### config.mk
export PLATFORM = sky130hd
export DESIGN_NAME = seq_alu
export DESIGN_NICKNAME = d
export VERILOG_FILES = /design/src/rtl/seq_alu.sv
export SDC_FILE = /design/constraint.sdc
export NUM_CORES = 1
export LEC_CHECK = 0
export ABC_AREA = 0
export CAP_MARGIN = 20
export CORE_MARGIN = 3
export CORE_UTILIZATION = 45
export CTS_CLUSTER_SIZE = 28
export DETAILED_ROUTE_END_ITERATION = 10
export MAX_ROUTING_LAYER = met4
export PLACE_DENSITY = 0.67
export SYNTH_ARGS = -nofsm -noshare
export SYNTH_HDL_FRONTEND = slang
export SYNTH_SLANG_ARGS = --single-unit
### constraint.sdc
create_clock -name clk -period 4.2 [get_ports clk]
set_clock_uncertainty 0.1 [all_clocks]
set_input_delay 0.84 -clock clk [delete_from_list [all_inputs] [get_ports clk]]
set_output_delay 0.84 -clock clk [all_outputs]
set_load 0.02 [all_outputs]
### src/rtl/seq_alu.sv
// seq_alu - sequential, parametrised ALU with start/done handshake.
//
// Logic, shift, add, subtract, clear and reserved opcodes finish in a single
// cycle. Multiply uses an N-cycle shift-add engine. Divide and modulo use an
// N-cycle restoring divider. Results, NZCV flags and four active-low
// 7-segment digits are registered and held until the next operation.
//
// Ports:
//   clk, rst              rising-edge clock, asynchronous active-high reset
//   start                 request, sampled only while idle
//   a, b [N-1:0]          operands, latched on an accepted start
//   operation [3:0]       opcode, latched with the operands
//   busy                  high while an iterative op runs
//   done                  one-cycle pulse once new results are valid
//   result_lo [N-1:0]     product low half / quotient / remainder (mod)
//   result_hi [N-1:0]     product high half / remainder (div), else 0
//   carryOutF, overflowF, negativeF, zeroF   registered flags
//   display1..display4    hex digits of lo[3:0], lo[7:4], hi[3:0], hi[7:4]
module seq_alu #(
  parameter int N = 4
) (
  input  logic         clk,
  input  logic         rst,
  input  logic         start,
  input  logic [N-1:0] a,
  input  logic [N-1:0] b,
  input  logic [3:0]   operation,
  output logic         busy,
  output logic         done,
  output logic [N-1:0] result_lo,
  output logic [N-1:0] result_hi,
  output logic         carryOutF,
  output logic         overflowF,
  output logic         negativeF,
  output logic         zeroF,
  output logic [6:0]   display1,
  output logic [6:0]   display2,
  output logic [6:0]   display3,
  output logic [6:0]   display4
);

  localparam int CW = (N > 1) ? $clog2(N) : 1;
  localparam logic [6:0] BLANK = 7'b1111111;

  localparam logic [3:0] OP_AND = 4'b0000;
  localparam logic [3:0] OP_OR  = 4'b0001;
  localparam logic [3:0] OP_XOR = 4'b0010;
  localparam logic [3:0] OP_SHL = 4'b0011;
  localparam logic [3:0] OP_SHR = 4'b0100;
  localparam logic [3:0] OP_MOD = 4'b0101;
  localparam logic [3:0] OP_ADD = 4'b0110;
  localparam logic [3:0] OP_SUB = 4'b0111;
  localparam logic [3:0] OP_MUL = 4'b1000;
  localparam logic [3:0] OP_DIV = 4'b1001;
  localparam logic [3:0] OP_CLR = 4'b1111;

  typedef enum logic [1:0] {IDLE, MUL, DIV} state_t;

  state_t          state_q, state_d;
  logic [CW-1:0]   cnt_q, cnt_d;
  logic [N-1:0]    mcand_q, mcand_d;
  logic [N-1:0]    divisor_q, divisor_d;
  logic            isMod_q, isMod_d;
  logic [2*N-1:0]  prod_q, prod_d;
  logic [N-1:0]    rem_q, rem_d;
  logic [N-1:0]    quot_q, quot_d;

  logic [N-1:0]    resLo_q, resHi_q;
  logic            carry_q, ovf_q, neg_q, zero_q, done_q;
  logic [6:0]      disp1_q, disp2_q, disp3_q, disp4_q;

  logic            wrEn, clrEn, flagEn;
  logic [N-1:0]    loN, hiN;
  logic            cN, vN, negN, zeroN;
  logic [6:0]      disp1N, disp2N, disp3N, disp4N;
  logic [N:0]      sumW, mulAdd, shifted, trial;
  logic [N-1:0]    diff;
  logic            ge;

  // Active-low hex encoding, segment order gfedcba.
  function automatic logic [6:0] segEnc(input logic [3:0] d);
    case (d)
      4'h0: segEnc = 7'b1000000;
      4'h1: segEnc = 7'b1111001;
      4'h2: segEnc = 7'b0100100;
      4'h3: segEnc = 7'b0110000;
      4'h4: segEnc = 7'b0011001;
      4'h5: segEnc = 7'b0010010;
      4'h6: segEnc = 7'b0000010;
      4'h7: segEnc = 7'b1111000;
      4'h8: segEnc = 7'b0000000;
      4'h9: segEnc = 7'b0010000;
      4'hA: segEnc = 7'b0001000;
      4'hB: segEnc = 7'b0000011;
      4'hC: segEnc = 7'b1000110;
      4'hD: segEnc = 7'b0100001;
      4'hE: segEnc = 7'b0000110;
      default: segEnc = 7'b0001110;
    endcase
  endfunction

  // Next-state, iteration datapath and the values written to the output
  // registers whenever wrEn is raised (single-cycle op or last iteration).
  always_comb begin
    state_d   = state_q;
    cnt_d     = cnt_q;
    mcand_d   = mcand_q;
    divisor_d = divisor_q;
    isMod_d   = isMod_q;
    prod_d    = prod_q;
    rem_d     = rem_q;
    quot_d    = quot_q;
    wrEn      = 1'b0;
    clrEn     = 1'b0;
    flagEn    = 1'b1;
    loN       = '0;
    hiN       = '0;
    cN        = 1'b0;
    vN        = 1'b0;

    sumW = {1'b0, a} + {1'b0, b};
    diff = a - b;

    // Shift-add step: conditionally add the multiplicand into the high
    // half, then shift the whole product (and the multiplier) right.
    mulAdd = {1'b0, prod_q[2*N-1:N]} + (prod_q[0] ? {1'b0, mcand_q} : '0);

    // Restoring step: bring the next dividend bit into the remainder and
    // subtract the divisor if it fits. A zero divisor always "fits", which
    // naturally yields an all-ones quotient and remainder = a.
    shifted = {rem_q, quot_q[N-1]};
    trial   = shifted - {1'b0, divisor_q};
    ge      = (shifted >= {1'b0, divisor_q});

    case (state_q)
      IDLE: begin
        if (start) begin
          case (operation)
            OP_AND: begin wrEn = 1'b1; loN = a & b; end
            OP_OR:  begin wrEn = 1'b1; loN = a | b; end
            OP_XOR: begin wrEn = 1'b1; loN = a ^ b; end
            OP_SHL: begin
              wrEn = 1'b1;
              loN  = (32'(b) >= N) ? '0 : (a << b);
            end
            OP_SHR: begin
              wrEn = 1'b1;
              loN  = (32'(b) >= N) ? '0 : (a >> b);
            end
            OP_ADD: begin
              wrEn = 1'b1;
              loN  = sumW[N-1:0];
              cN   = sumW[N];
              vN   = (a[N-1] == b[N-1]) && (sumW[N-1] != a[N-1]);
            end
            OP_SUB: begin
              wrEn = 1'b1;
              loN  = diff;
              cN   = (a < b);
              vN   = (a[N-1] != b[N-1]) && (diff[N-1] != a[N-1]);
            end
            OP_MUL: begin
              mcand_d = a;
              prod_d  = {{N{1'b0}}, b};
              cnt_d   = '0;
              state_d = MUL;
            end
            OP_DIV, OP_MOD: begin
              divisor_d = b;
              quot_d    = a;
              rem_d     = '0;
              isMod_d   = (operation == OP_MOD);
              cnt_d     = '0;
              state_d   = DIV;
            end
            OP_CLR: begin
              wrEn   = 1'b1;
              clrEn  = 1'b1;
              flagEn = 1'b0;
            end
            default: begin
              wrEn   = 1'b1;
              flagEn = 1'b0;
            end
          endcase
        end
      end

      MUL: begin
        prod_d = {mulAdd, prod_q[N-1:1]};
        cnt_d  = cnt_q + 1'b1;
        if (cnt_q == CW'(N - 1)) begin
          wrEn    = 1'b1;
          loN     = prod_d[N-1:0];
          hiN     = prod_d[2*N-1:N];
          vN      = |prod_d[2*N-1:N];
          state_d = IDLE;
        end
      end

      DIV: begin
        rem_d  = ge ? N'(trial) : N'(shifted);
        quot_d = {quot_q[N-2:0], ge};
        cnt_d  = cnt_q + 1'b1;
        if (cnt_q == CW'(N - 1)) begin
          wrEn    = 1'b1;
          loN     = isMod_q ? rem_d : quot_d;
          hiN     = isMod_q ? '0 : rem_d;
          vN      = (divisor_q == '0);
          state_d = IDLE;
        end
      end

      default: state_d = IDLE;
    endcase

    negN  = flagEn & loN[N-1];
    zeroN = flagEn & ({hiN, loN} == '0);

    // Upper nibbles only exist once N exceeds 4; otherwise they stay blank.
    disp1N = clrEn ? BLANK : segEnc(4'(loN));
    disp2N = (clrEn || N <= 4) ? BLANK : segEnc(4'(loN >> 4));
    disp3N = clrEn ? BLANK : segEnc(4'(hiN));
    disp4N = (clrEn || N <= 4) ? BLANK : segEnc(4'(hiN >> 4));
  end

  // State, engine registers and held outputs; done is wrEn delayed a cycle.
  always_ff @(posedge clk or posedge rst) begin
    if (rst) begin
      state_q   <= IDLE;
      cnt_q     <= '0;
      mcand_q   <= '0;
      divisor_q <= '0;
      isMod_q   <= 1'b0;
      prod_q    <= '0;
      rem_q     <= '0;
      quot_q    <= '0;
      resLo_q   <= '0;
      resHi_q   <= '0;
      carry_q   <= 1'b0;
      ovf_q     <= 1'b0;
      neg_q     <= 1'b0;
      zero_q    <= 1'b0;
      done_q    <= 1'b0;
      disp1_q   <= BLANK;
      disp2_q   <= BLANK;
      disp3_q   <= BLANK;
      disp4_q   <= BLANK;
    end else begin
      state_q   <= state_d;
      cnt_q     <= cnt_d;
      mcand_q   <= mcand_d;
      divisor_q <= divisor_d;
      isMod_q   <= isMod_d;
      prod_q    <= prod_d;
      rem_q     <= rem_d;
      quot_q    <= quot_d;
      done_q    <= wrEn;
      if (wrEn) begin
        resLo_q <= loN;
        resHi_q <= hiN;
        carry_q <= cN;
        ovf_q   <= vN;
        neg_q   <= negN;
        zero_q  <= zeroN;
        disp1_q <= disp1N;
        disp2_q <= disp2N;
        disp3_q <= disp3N;
        disp4_q <= disp4N;
      end
    end
  end

  assign busy      = (state_q != IDLE);
  assign done      = done_q;
  assign result_lo = resLo_q;
  assign result_hi = resHi_q;
  assign carryOutF = carry_q;
  assign overflowF = ovf_q;
  assign negativeF = neg_q;
  assign zeroF     = zero_q;
  assign display1  = disp1_q;
  assign display2  = disp2_q;
  assign display3  = disp3_q;
  assign display4  = disp4_q;

endmodule

==> results of run 1 <==
flip-flops by register name, summed over array words and instances (netlist names), 2 cells and up:
signal     count
mcand_q        4
display3       7
state_q        2
cnt_q          2
rem_q          4
quot_q         4
divisor_q      4
display1       7
result_lo      4
result_hi      4
prod_q         8
worst paths after layout:
path,from,endpoint,slack [ns]
max reg2reg,divisor_q[2]$_DFFE_PP0P_,display1[3]$_DFFE_PP1P_,0.65
min in group asynchronous,rst,done$_DFF_PP0_,0.62
max in group asynchronous,rst,display3[0]$_DFFE_PP1P_,2.69
min,mcand_q[1]$_DFFE_PP0P_,mcand_q[1]$_DFFE_PP0P_,0.38
max,b[0],display1[3]$_DFFE_PP1P_,0.31
min reg2reg,mcand_q[1]$_DFFE_PP0P_,mcand_q[1]$_DFFE_PP0P_,0.38
synth_stat cells (all sizes together), types with 5 or more instances:
master | count | area share
and2 | 7 | 0.0097
clkbuf | 14 | 0.012
o21ai | 56 | 0.064
dfrtp | 42 | 0.23
a21o | 7 | 0.012
nor2 | 34 | 0.028
a21oi | 23 | 0.028
nor2b | 9 | 0.012
nand2 | 66 | 0.055
buf | 25 | 0.037
nand2b | 6 | 0.0083
nor3 | 7 | 0.0088
or2 | 5 | 0.0075
o22ai | 5 | 0.0069
dfstp | 14 | 0.081
nand3 | 13 | 0.014
mux2i | 24 | 0.053
ha | 36 | 0.10
inv | 27 | 0.022
routing by layer:
metal,wire length [um],track usage,vias up
met3,567,0.02064,21
met4,212,0.06013,0
met5,0,-,-
li1,-,-,1961
met1,5496,0.3100,1943
met2,5832,0.3683,127
through the flow:
stage | instances | power [mW] | utilization | setup WS (ns)
CTS | 706 | 2.919 | 0.5540 | 0.3079
global placement | 698 | 2.541 | 0.5429 | 0.09661
detailed placement | 698 | 2.569 | 0.5429 | 0.01274
finish | 707 | 2.917 | 0.5562 | 0.3093
global route | 707 | 3.158 | 0.5562 | 0.1109
floorplan | 536 | 2.043 | - | 0.6614
report_power, final:
part	leakage [nW]	switching, mW	internal, mW
clock network	0.0540	0.184	0.157
logic	1.57	0.992	0.671
registers	0.702	0.134	0.779
worst max-delay path: cells and delay by family:
kind,cells,cell delay (ns)
buffers and inverters,1,0.52
AND/OR/NAND/NOR,3,0.75
adder cells (fa/ha/maj),3,0.91
AO/OA/AOI/OAI,6,1.04
cell families (layout without fill, tap and decap cells):
kind of cell,Yosys count,after routing
buf+inv,67,109
xor+xnor,4,4
mux,26,26
flops,56,56
other cells,1,14
fa+ha+maj,40,40
compound gates,157,157
simple gates,172,172
area by class of cell:
cell class	instances	area (um^2)	area share
clock buffers	7	97.59	0.01847
clock inverters	1	8.758	0.001657
inverters	28	105.1	0.01989
multi-input cells	413	2828	0.5350
flip-flops and latches	56	1419	0.2685
well taps	129	161.4	0.03054
repair buffers	73	665.6	0.1259
==> flow_summary.json, run 1 <==
{
  "overflow": 0,
  "clock_latency_on_the_worst_skew_pair_ns": 0.32,
  "core_mm2": 0.009503,
  "hold_path.class": "reg -> reg",
  "period_share": 0.9264,
  "cts.reportedPaths.clkPinSlew_ns": 0.10,
  "critical_path.slowest_cell": "sky130_fd_sc_hd__clkdlybuf4s50_1",
  "cts_made_buffers": 5,
  "crit_path_end_kind": "register",
  "power_per_cell_area_mw_per_mm2": 552.0,
  "post_synth_num_cell_types": 77,
  "chipWidth_um": 106.3,
  "syn_area_mm2": 0.004524,
  "grt_pass1_vias": 4009,
  "tritoncts": "yes",
  "crit_path_cell_trace": "clkdlybuf4s50_1 -> ha_1 -> fa_1 -> and3_1 -> a21o_1 -> a21oi_1 -> a41oi_1 -> a311oi_1 -> or2_2 -> ha_1 -> or3_1 -> o21ai_0 -> o32a_1",
  "synth-compound-area-share": 0.2470,
  "area_delta_synth_final_pct": 16.81,
  "synth_top_family_by_area": "compound AO/OA/AOI/OAI gates",
  "synth.mux.area_fraction": 0.05808,
  "critical_path.max_stage_delay_ns": 0.52,
  "cts-root-to-sink-buffers": 2,
  "post_synth_xor_area_fraction": 0.007743,
  "finalWirelength_mm": 12.11,
  "grt_first_pass_wirelength_mm": 20.38,
  "grt_antenna_before_repair": 0,
  "fin_setup_tns_ns": 0,
  "final_cell_area_mm2": 0.005285,
  "initial_core_utilization": 0.4761,
  "top_level_ports": 57,
  "floorplan.die_area_mm2": 0.01129,
  "synthesis.yosys.warnings": 0,
  "cts.sink_count": 56,
  "maximum_number_of_pins_on_one_net_before_global_route_repair": 50,
  "total_via_count_in_the_routed_design": 4052,
  "placedInstanceArea_mm2": 0.005159,
  "clk_tree_root_cell": "sky130_fd_sc_hd__clkbuf_8",
  "hold_viol": 0,
  "cts_htree_levels": 2,
  "first_pass_iters": 5,
  "post_drt_wl_per_cell_um": 17.13,
  "cts-resized-gates": 0,
  "max_cap_violations": 0,
  "outcome": "finished clean",
  "setup-violations-final": 0,
  "n_antenna_cell": 0,
  "worstHoldPathCells": 2,
  "synth.yosys.seq_area_share": 0.3136,
  "most_used_cells_in_the_layout_excluding_fill_and_tap_cells": "sky130_fd_sc_hd__nand2_1 (66), sky130_fd_sc_hd__o21ai_0 (50), sky130_fd_sc_hd__dfrtp_1 (42), sky130_fd_sc_hd__clkdlybuf4s50_1 (42), sky130_fd_sc_hd__ha_1 (36)",
  "rsz0062_at_grt": "false",
  "synth-adder-area-share": 0.1173,
  "tightestPinTransition_ns": 0.9445,
  "die_h_um": 106.3,
  "final_nets": 632,
  "async_reset_ff_frac": 1.000,
  "criticalPathCategory": "in -> reg",
  "groute.usage.overall": 0.2281,
  "antenna_left": 0,
  "maxClockFrequency_mhz": 257.0,
  "fillCellCount": 915,
  "final.min_clock_period_ns": 3.891,
  "seq_cells_post_synth": 56,
  "globalplace.congestion": 0.9714,
  "drt_first_iter_violations": 280,
  "irDropWorstVdd_mv": 0.3402,
  "synth-simple-area-share": 0.1834,
  "synth_area_per_cell_um2": 8.651,
  "port_buffers": 42,
  "prevailing_post_synth_register_cell": "sky130_fd_sc_hd__dfrtp_1",
  "max_slew_margin": 0.3703,
  "dp_hpwl_mm": 9.492,
  "post_synth_inst_count": 523,
  "route.detailed.vias_per_inst": 5.731,
  "critical_path_peak_fanout": 4,
  "required_ns": 4.36,
  "hold_slack_ns": 0.3822,
  "number_of_enable_type_register_cells_in_the_synthesized_netlist": 0,
  "timing.final.max_slew_violations": 0,
  "r2r.worst_path.cells": 12,
  "most_common_library_cell_in_the_layout_ignoring_fill_and_taps": "sky130_fd_sc_hd__nand2_1",
  "cts_hold_buffers": 0,
  "critPathLaunchType": "primary input",
  "critical_path_arrival_ns": 4.05,
  "layout_cell_share_with_drive_strength_beyond_1": 0.1263,
  "timing.critical_path.mode_cell": "sky130_fd_sc_hd__ha_1",
  "post_cts_buffers": 0,
  "core.rowCount": 35,
  "drt_drc_violations_left": 0,
  "cellLeakagePower_nw": 2.330
}
Power figures use the tool's default switching activity.
==> run 2, diff against run 1 <==
--- a/config.mk
+++ b/config.mk
@@ -6,7 +6,7 @@
 export NUM_CORES = 1
 export LEC_CHECK = 0
 export ABC_AREA = 0
-export CAP_MARGIN = 20
+export CAP_MARGIN = 0
 export CORE_MARGIN = 3
 export CORE_UTILIZATION = 45
 export CTS_CLUSTER_SIZE = 28
==> flow_summary.json, run 2 (synthesis gave the netlist of run 1 again) <==
{
  "post_cts_buffers": 0,
  "critPathLaunchType": "primary input",
  "hold_path.class": "reg -> reg",
  "crit_path_end_kind": "register",
  "groute.usage.overall": 0.2281,
  "route.detailed.vias_per_inst": 5.741,
  "cts_hold_buffers": 0,
  "post_drt_wl_per_cell_um": 17.16,
  "final_core_util": 0.5540,
  "cts.sink_count": 56,
  "register_area_mm2": 0.001419,
  "grt_antenna_before_repair": 0,
  "max_slew_margin": 0.3076,
  "tritoncts": "yes",
  "chipWidth_um": 106.3,
  "irDropWorstVdd_mv": 0.3404,
  "netSwitchingPower_mw": 1.310,
  "final_nets": 631,
  "fin_setup_tns_ns": 0,
  "period_share": 0.9365,
  "core.rowCount": 35,
  "grt_pass1_vias": 4009,
  "clock_latency_on_the_worst_skew_pair_ns": 0.32,
  "floorplan.die_area_mm2": 0.01129,
  "crit_path_cell_trace": "clkdlybuf4s50_1 -> ha_1 -> fa_1 -> and3_1 -> a21o_1 -> a21oi_1 -> a41oi_1 -> a311oi_1 -> or2_2 -> ha_1 -> or3_1 -> o21ai_0 -> o32a_1",
  "overflow": 0,
  "rsz0062_at_grt": "false",
  "antenna_left": 0,
  "initial_core_utilization": 0.4761,
  "required_ns": 4.36,
  "met3WireLength_um": 496,
  "grt_first_pass_wirelength_mm": 20.38,
  "comb_power_share": 0.570,
  "cts.reportedPaths.clkPinSlew_ns": 0.10,
  "multi_input_area_mm2": 0.002828,
  "top_level_ports": 57,
  "max_reg_flops": 8,
  "timing.critical_path.mode_cell": "sky130_fd_sc_hd__ha_1",
  "n_antenna_cell": 0,
  "die_h_um": 106.3,
  "clkPwrFrac": 0.117,
  "cellLeakagePower_nw": 2.320,
  "criticalPathCategory": "in -> reg",
  "drt_drc_violations_left": 0,
  "largest-register": "prod_q",
  "seq_power_share": 0.313,
  "first_pass_iters": 5,
  "port_buffers": 42,
  "most_used_cells_in_the_layout_excluding_fill_and_tap_cells": "sky130_fd_sc_hd__nand2_1 (66), sky130_fd_sc_hd__o21ai_0 (50), sky130_fd_sc_hd__dfrtp_1 (42), sky130_fd_sc_hd__clkdlybuf4s50_1 (42), sky130_fd_sc_hd__ha_1 (36)",
  "area_delta_synth_final_pct": 16.37,
  "timing.final.max_slew_violations": 0,
  "core_mm2": 0.009503,
  "dp_hpwl_mm": 9.492,
  "tightestPinTransition_ns": 1.037,
  "cts-resized-gates": 0,
  "most_common_library_cell_in_the_layout_ignoring_fill_and_taps": "sky130_fd_sc_hd__nand2_1",
  "wirelength_met1_mm": 5.598,
  "switching_share": 0.4495,
  "critical_path.max_stage_delay_ns": 0.53,
  "cts_made_buffers": 5,
  "drt_first_iter_violations": 247,
  "final.min_clock_period_ns": 3.933,
  "clk_tree_root_cell": "sky130_fd_sc_hd__clkbuf_8",
  "critical_path_peak_fanout": 4,
  "total_via_count_in_the_routed_design": 4053,
  "finalWirelength_mm": 12.12,
  "power_per_cell_area_mw_per_mm2": 553.7,
  "critical_path_arrival_ns": 4.10,
  "globalplace.congestion": 0.9714,
  "intPower_mw": 1.605,
  "fillCellCount": 917,
  "hold_viol": 0,
  "maxUsedRoutingLayer": "met4",
  "max_cap_violations": 0,
  "critical_path.slowest_cell": "sky130_fd_sc_hd__clkdlybuf4s50_1",
  "wl_met2_mm": 5.845,
  "layout_cell_share_with_drive_strength_beyond_1": 0.1248,
  "cts_htree_levels": 2,
  "cts-root-to-sink-buffers": 2,
  "maxClockFrequency_mhz": 254.2,
  "maximum_number_of_pins_on_one_net_before_global_route_repair": 50,
  "outcome": "finished clean",
  "setup-violations-final": 0
}
## run 2: cell count changes in the layout (fill, tap and decap cells not counted)
cell,before,now
sky130_fd_sc_hd__buf_12,1,0
## run 2: path summary, 6_finish.rpt
path | startpoint | to | slack [ns] | depth (start not counted)
worst max-delay path | b[0] | display1[3]$_DFFE_PP1P_ | 0.27 | 13
worst min-delay path | mcand_q[1]$_DFFE_PP0P_ | mcand_q[1]$_DFFE_PP0P_ | 0.38 | 2
worst max register to register | divisor_q[2]$_DFFE_PP0P_ | display1[3]$_DFFE_PP1P_ | 0.61 | 12
worst min register to register | mcand_q[1]$_DFFE_PP0P_ | mcand_q[1]$_DFFE_PP0P_ | 0.38 | 2
max in group asynchronous | rst | display3[0]$_DFFE_PP1P_ | 2.25 | 3
min in group asynchronous | rst | done$_DFF_PP0_ | 0.99 | 2
## run 2: critical path, delay by kind of cell
kind	cells	cell delay [ns]
compound gates	6	1.06
simple gates	3	0.75
fa+ha+maj	3	0.91
buf+inv	1	0.53
## run 2: per-stage QoR
| step | instance area, um^2 | setup WS, ns | cells | power, mW | hold slack (ns) |
|---|---|---|---|---|---|
| 6_report | 5265 | 0.2665 | 706 | 2.915 | 0.3839 |
| 3_3_place_gp | 5159 | 0.09661 | 698 | 2.541 | 0.3620 |
| 5_1_grt | 5265 | 0.1109 | 706 | 3.155 | 0.4181 |
| 2_1_floorplan | 4573 | 0.6614 | 536 | 2.043 | 0.3418 |
| 3_5_place_dp | 5159 | 0.01274 | 698 | 2.569 | 0.3675 |
| 4_1_cts | 5265 | 0.3079 | 706 | 2.919 | 0.3887 |
## run 2: layout make-up
cell class	instances	area share
clock inverter	1	0.001663
tap	129	0.03066
timing repair buffer	72	0.1226
sequential	56	0.2695
inverter	28	0.01996
clock buffer	7	0.01854
multi-input combinational	413	0.5371
## run 2: per-layer routing
layer  global-route usage  vias to the layer above
li1                     -                     1962
met1               0.3100                     1968
met2               0.3683                      108
met3              0.02064                       15
met4              0.06013                        0
met5                    -                        -
## run 2: power groups by stage
stage,Sequential (mW),Combinational [mW],Clock (mW)
6_report,0.912,1.66,0.340
5_1_grt,0.947,1.84,0.371
4_1_cts,0.917,1.65,0.354
3_5_place_dp,0.926,1.64,0
3_3_place_gp,0.922,1.62,0
2_1_floorplan,0.994,1.05,0
